File: src/rtl/dbus_store_buffer_if.sv
// Data-bus request/response bundle between the Memory stage, the store buffer
// and the cache/bus bridge.
interface dbus_store_buffer_if;
  typedef struct packed {
    logic        valid;
    logic [31:0] addr;
    logic [2:0]  size;
    logic [3:0]  strobe;
    logic [31:0] data;
  } dbus_req_t;

  typedef struct packed {
    logic        addr_ok;
    logic        data_ok;
    logic [31:0] data;
  } dbus_resp_t;

  dbus_req_t  req;
  dbus_resp_t resp;

  modport master (output req, input resp);
  modport slave  (input req, output resp);
endinterface

File: src/rtl/dbus_store_buffer.sv
// Posted-store FIFO between the Memory stage and the data bus; loads wait for
// the FIFO to drain so they always observe earlier stores.
module dbus_store_buffer #(
  parameter int DEPTH = 4
) (
  input  logic                 clk,
  input  logic                 reset,
  dbus_store_buffer_if.slave   mem,
  dbus_store_buffer_if.master  bus,
  output logic                 empty
);
  localparam int PW = $clog2(DEPTH);
  localparam logic [PW:0] FULL = (PW+1)'(DEPTH);

  typedef enum logic [2:0] {IDLE, S_ADDR, S_DATA, L_ADDR, L_DATA, L_DROP} state_t;

  state_t        state, state_nxt;
  logic [PW:0]   count;
  logic [PW-1:0] head, tail;
  logic [31:0]   q_addr   [DEPTH];
  logic [2:0]    q_size   [DEPTH];
  logic [3:0]    q_strobe [DEPTH];
  logic [31:0]   q_data   [DEPTH];
  logic [31:0]   ld_addr;
  logic [2:0]    ld_size;
  logic          is_store, is_load, in_load, push, pop, ld_ack, ld_latch;

  assign is_store = mem.req.valid && (mem.req.strobe != 4'h0);
  assign is_load  = mem.req.valid && (mem.req.strobe == 4'h0);
  assign in_load  = (state == L_ADDR) || (state == L_DATA) || (state == L_DROP);
  assign push     = is_store && (count < FULL) && !in_load;
  assign empty    = (count == '0) && (state == IDLE);

  always_ff @(posedge clk) begin
    if (reset) begin
      state <= IDLE;
      count <= '0;
      head  <= '0;
      tail  <= '0;
    end else begin
      state <= state_nxt;
      count <= count + (PW+1)'(push) - (PW+1)'(pop);
      if (push) tail <= tail + 1'b1;
      if (pop)  head <= head + 1'b1;
    end
  end

  // Payload storage needs no reset: occupancy is tracked by count/head/tail.
  always_ff @(posedge clk) begin
    if (push) begin
      q_addr[tail]   <= mem.req.addr;
      q_size[tail]   <= mem.req.size;
      q_strobe[tail] <= mem.req.strobe;
      q_data[tail]   <= mem.req.data;
    end
    if (ld_latch) begin
      ld_addr <= mem.req.addr;
      ld_size <= mem.req.size;
    end
  end

  always_comb begin
    state_nxt = state;
    pop       = 1'b0;
    ld_ack    = 1'b0;
    ld_latch  = 1'b0;
    bus.req   = '0;
    case (state)
      IDLE: begin
        // A store being accepted this cycle goes straight out next cycle.
        if (count != '0 || push) state_nxt = S_ADDR;
        else if (is_load) begin
          ld_latch  = 1'b1;
          state_nxt = L_ADDR;
        end
      end
      S_ADDR: begin
        bus.req.valid  = 1'b1;
        bus.req.addr   = q_addr[head];
        bus.req.size   = q_size[head];
        bus.req.strobe = q_strobe[head];
        bus.req.data   = q_data[head];
        if (bus.resp.addr_ok) begin
          if (bus.resp.data_ok) begin
            pop       = 1'b1;
            state_nxt = IDLE;
          end else state_nxt = S_DATA;
        end
      end
      S_DATA: begin
        if (bus.resp.data_ok) begin
          pop       = 1'b1;
          state_nxt = IDLE;
        end
      end
      L_ADDR: begin
        if (!mem.req.valid) state_nxt = IDLE;
        else begin
          bus.req.valid = 1'b1;
          bus.req.addr  = ld_addr;
          bus.req.size  = ld_size;
          if (bus.resp.addr_ok) begin
            if (bus.resp.data_ok) begin
              ld_ack    = 1'b1;
              state_nxt = IDLE;
            end else state_nxt = L_DATA;
          end
        end
      end
      L_DATA: begin
        if (bus.resp.data_ok) begin
          ld_ack    = mem.req.valid;
          state_nxt = IDLE;
        end else if (!mem.req.valid) state_nxt = L_DROP;
      end
      L_DROP: if (bus.resp.data_ok) state_nxt = IDLE;
      default: state_nxt = IDLE;
    endcase
  end

  always_comb begin
    mem.resp.addr_ok = !reset && (push || ld_ack);
    mem.resp.data_ok = !reset && (push || ld_ack);
    mem.resp.data    = (!reset && ld_ack) ? bus.resp.data : 32'h0;
  end
endmodule

File: src/flat_wrapper.sv
// flat-port wrapper written by rule: the top's interface ports become plain ports
module dbus_store_buffer_flat 
#(
  parameter int DEPTH = 4
)
  (clk, reset, empty, mem_req, mem_resp, bus_req, bus_resp);
  dbus_store_buffer_if mem_i ();
  dbus_store_buffer_if bus_i ();
  input  logic clk;
  input  logic reset;
  output logic empty;
  input wire logic [$bits(mem_i.req)-1:0] mem_req;
  output wire logic [$bits(mem_i.resp)-1:0] mem_resp;
  output wire logic [$bits(bus_i.req)-1:0] bus_req;
  input wire logic [$bits(bus_i.resp)-1:0] bus_resp;
  assign mem_i.req = mem_req;
  assign mem_resp = mem_i.resp;
  assign bus_req = bus_i.req;
  assign bus_i.resp = bus_resp;
  dbus_store_buffer #(.DEPTH(DEPTH)) u_core (.clk(clk), .reset(reset), .mem(mem_i), .bus(bus_i), .empty(empty));
endmodule
File: config.mk
export PLATFORM = sky130hd
export DESIGN_NAME = dbus_store_buffer_flat
export DESIGN_NICKNAME = d
export VERILOG_FILES = /design/src/rtl/dbus_store_buffer_if.sv /design/src/rtl/dbus_store_buffer.sv /design/src/flat_wrapper.sv
export SDC_FILE = /design/constraint.sdc
export NUM_CORES = 1
export LEC_CHECK = 0
export CAP_MARGIN = 20
export CORE_UTILIZATION = 55
export CTS_CLUSTER_DIAMETER = 60
export DETAILED_ROUTE_END_ITERATION = 10
export PLACE_DENSITY = 0.9
export SYNTH_ARGS = -nofsm -noshare
export SYNTH_HDL_FRONTEND = slang
export SYNTH_SLANG_ARGS = --single-unit
File: constraint.sdc
create_clock -name clk -period 5.2 [get_ports clk]
set_input_delay 0.78 -clock clk [delete_from_list [all_inputs] [get_ports clk]]
set_output_delay 0.78 -clock clk [all_outputs]
set_load 0.005 [all_outputs]
==> results.sh <==
export IMPL_status="completed"
export IMPL_endpoint_kind="output pin"
export IMPL_fin_nets=958
export IMPL_initial_core_util_pct=56.4
export IMPL_power_leakage_nw=5.29
export IMPL_nFillCells=1354
export IMPL_stdcell_area_um2=16400
export IMPL_hold_path_class="flop to flop"
export IMPL_grt_usage_pct=22.9
export IMPL_synth_cells=616
export IMPL_power_density_nw_per_um2=441
export IMPL_syn_nets=731
export IMPL_synth_avg_cell_area_um2=20.8
export IMPL_async_flop_share_pct=0
export IMPL_start_kind="flop"
export IMPL_ys_flop_type="edfxtp_1"
export IMPL_gp_congestion=0.768
export IMPL_critPathArrivalTime_ps=3050
export IMPL_cp_data_required_time_ps=4420
export IMPL_ctsResizeCount=0
export IMPL_cts_root_buf="clkbuf_16"
export IMPL_drv_cap=0
export IMPL_cts_setup_buffers=0
export IMPL_grt_max_degree=72
export IMPL_die_h_um=155
export IMPL_synth_edf_count=319
export IMPL_clk_latency_ps=550
export IMPL_die_area_um2=24000
export IMPL_gr_total_overflow=0
export IMPL_htreeDepth=1
export IMPL_synthToLayoutAreaGrowth_pct=27.4
export IMPL_cts_buffers=31
export IMPL_first_pass_iters=4
export IMPL_setup_viol=0
export IMPL_coreArea_um2=22800
export IMPL_ctsHoldBuffers=0
export IMPL_multi_input_area_um2=2870
export IMPL_clock_path_buffers=3
export IMPL_vias=6716
export IMPL_min_period_over_period_pct=73.7
export IMPL_cts_tree="yes"
export IMPL_dpl_hpwl_mm=16.4
export IMPL_grt_pass1_vias=6975
export IMPL_slew_headroom_pct=28.6
export IMPL_placed_cell_area_um2=15400
export IMPL_routed_wl_mm=26.9
export IMPL_drive_gt1_share_pct=17.1
export IMPL_cts_sinks=331
export IMPL_syn_area_um2=12800
export IMPL_vias_per_cell=5.69
export IMPL_min_period_ps=3830
export IMPL_drtIter0Drc=462
export IMPL_antenna_found_initial=1
export IMPL_route_detailed_drc=0
export IMPL_max_freq_ghz=0.261
export IMPL_max_vdd_ir_drop_uv=291
export IMPL_synth_seq_cells=331
export IMPL_synth_seq_area_share_pct=76.5
export IMPL_ys_types=43
export IMPL_ff_latch_area_um2=9830
export IMPL_criticalPathCategory="flop to output pin"
export IMPL_clk_pin_slew_ps=60
export IMPL_port_buffers=214
export IMPL_setup_tns_ps=0
export IMPL_fp_row_count=55
export IMPL_wire_per_inst_um=22.8
export IMPL_die_x_um=155
export IMPL_rsz0062_at_grt="no"
export IMPL_ios=215
export IMPL_clock_skew_ps=14.0
export IMPL_postRouteAntennaNets=0
export IMPL_grt_pass1_wl_mm=40.8
export IMPL_worstPathMaxFanout=35
export IMPL_ys_warn_count=0
export IMPL_finalMaxSlewViolations=0
export IMPL_hold_viol_final=0
export IMPL_reg2reg_slack_ps=2350
export IMPL_worst_pin_slew_ps=1070
==> Yosys cell counts, types with 4 or more instances <==
cell / count / share of area [%]
a22o_1: 35 / 2.4
and2_1: 73 / 3.6
buf_1: 4 / 0.12
buf_2: 5 / 0.19
clkbuf_1: 25 / 0.73
dfxtp_1: 12 / 1.9
edfxtp_1: 319 / 75
ha_1: 6 / 0.58
inv_1: 9 / 0.26
mux4_2: 71 / 12
nand2b_1: 4 / 0.19
nor2_1: 7 / 0.20
nor2b_1: 4 / 0.19
xnor2_1: 5 / 0.34
==> per-layer routing <==
layer / vias up / wire [um] / share of wire (%) / track usage [%]
met3: 36 / 1910 / 7.1 / 3.89
met5: - / 0 / 0 / 0
met4: 0 / 388 / 1.4 / 5.42
met1: 3419 / 10800 / 40 / 31.1
li1: 2966 / - / - / -
met2: 295 / 13700 / 51 / 39.1
==> area by class of cell <==
type	instances	share of cell area [%]
clock inverter	20	1.15
timing repair buffer	229	13.8
sequential	331	60.1
clock buffer	36	4.86
inverter	9	0.206
multi-input combinational	241	17.5
tap	313	2.39
antenna	1	0.0153
==> state kept, by name, indices dropped and copies added, names as in the netlist, named ones only <==
register         count
u_core.count         3
u_core.head          2
u_core.ld_addr      32
u_core.ld_size       3
u_core.q_addr      128
u_core.q_data      128
u_core.q_size       12
u_core.q_strobe     16
u_core.state         3
u_core.tail          2
==> metrics by stage <==
stage	std cells	utilization [%]	setup slack, ps	hold slack [ps]	power (W)
after floorplan	616	-	1540	483	0.00434
after global placement	1123	67.5	1550	498	0.00505
after detailed placement	1123	67.5	1430	505	0.00511
after CTS	1179	71.8	1280	521	0.00729
after global routing	1179	71.8	1190	540	0.00752
final	1180	71.8	1370	513	0.00722
==> worst paths after layout <==
check	cells past startpoint	end	start
max	4	bus_req[37]	flop
min	2	flop	u_core.head[1]
max reg2reg	5	u_core.q_addr[3][14]	u_core.state[2]
min reg2reg	2	flop	u_core.head[1]
==> power by group <==
| group | internal [W] | total [W] | switching [W] | leakage [nW] |
|---|---|---|---|---|
| clock network | 0.00124 | 0.00217 | 0.000931 | 0.479 |
| logic | 0.000919 | 0.00163 | 0.000707 | 1.80 |
| registers | 0.00326 | 0.00342 | 0.000155 | 3.01 |
| total | 0.00543 | 0.00722 | 0.00179 | 5.29 |
==> cell usage in the layout (no fill, tap or decap), drive strengths merged, types with 5 or more instances in the layout <==
cell / netlist / layout
clkbuf: 25 / 36
edfxtp: 319 / 319
xnor2: 5 / 5
buf: 10 / 15
a22o: 35 / 35
clkdlybuf4s50: 0 / 214
dfxtp: 12 / 12
ha: 6 / 6
mux4: 71 / 71
inv: 9 / 11
and2: 73 / 73
clkinv: 0 / 12
nor2: 7 / 7
==> logic make-up (layout without fill, tap and decap cells) <==
kind of cell	after synthesis	after routing	share of synthesized area, %
AOI/OAI and AO/OA	50	50	3.31
xor gates and xnor gates	5	5	0.341
adders and majority gates	7	7	0.741
buffers and inverters	44	294	1.36
DFF	331	331	76.5
muxes	73	73	12.7
other	0	1	0
and+or+nand+nor	106	106	5.10
==> critical path, cell delays in order, from the launching register on <==
cell and delay [ps]:
dfxtp_4 840, buf_4 390, mux4_2 590, a22o_1 210, clkdlybuf4s50_1 450
(Power assumes the default switching activity.)
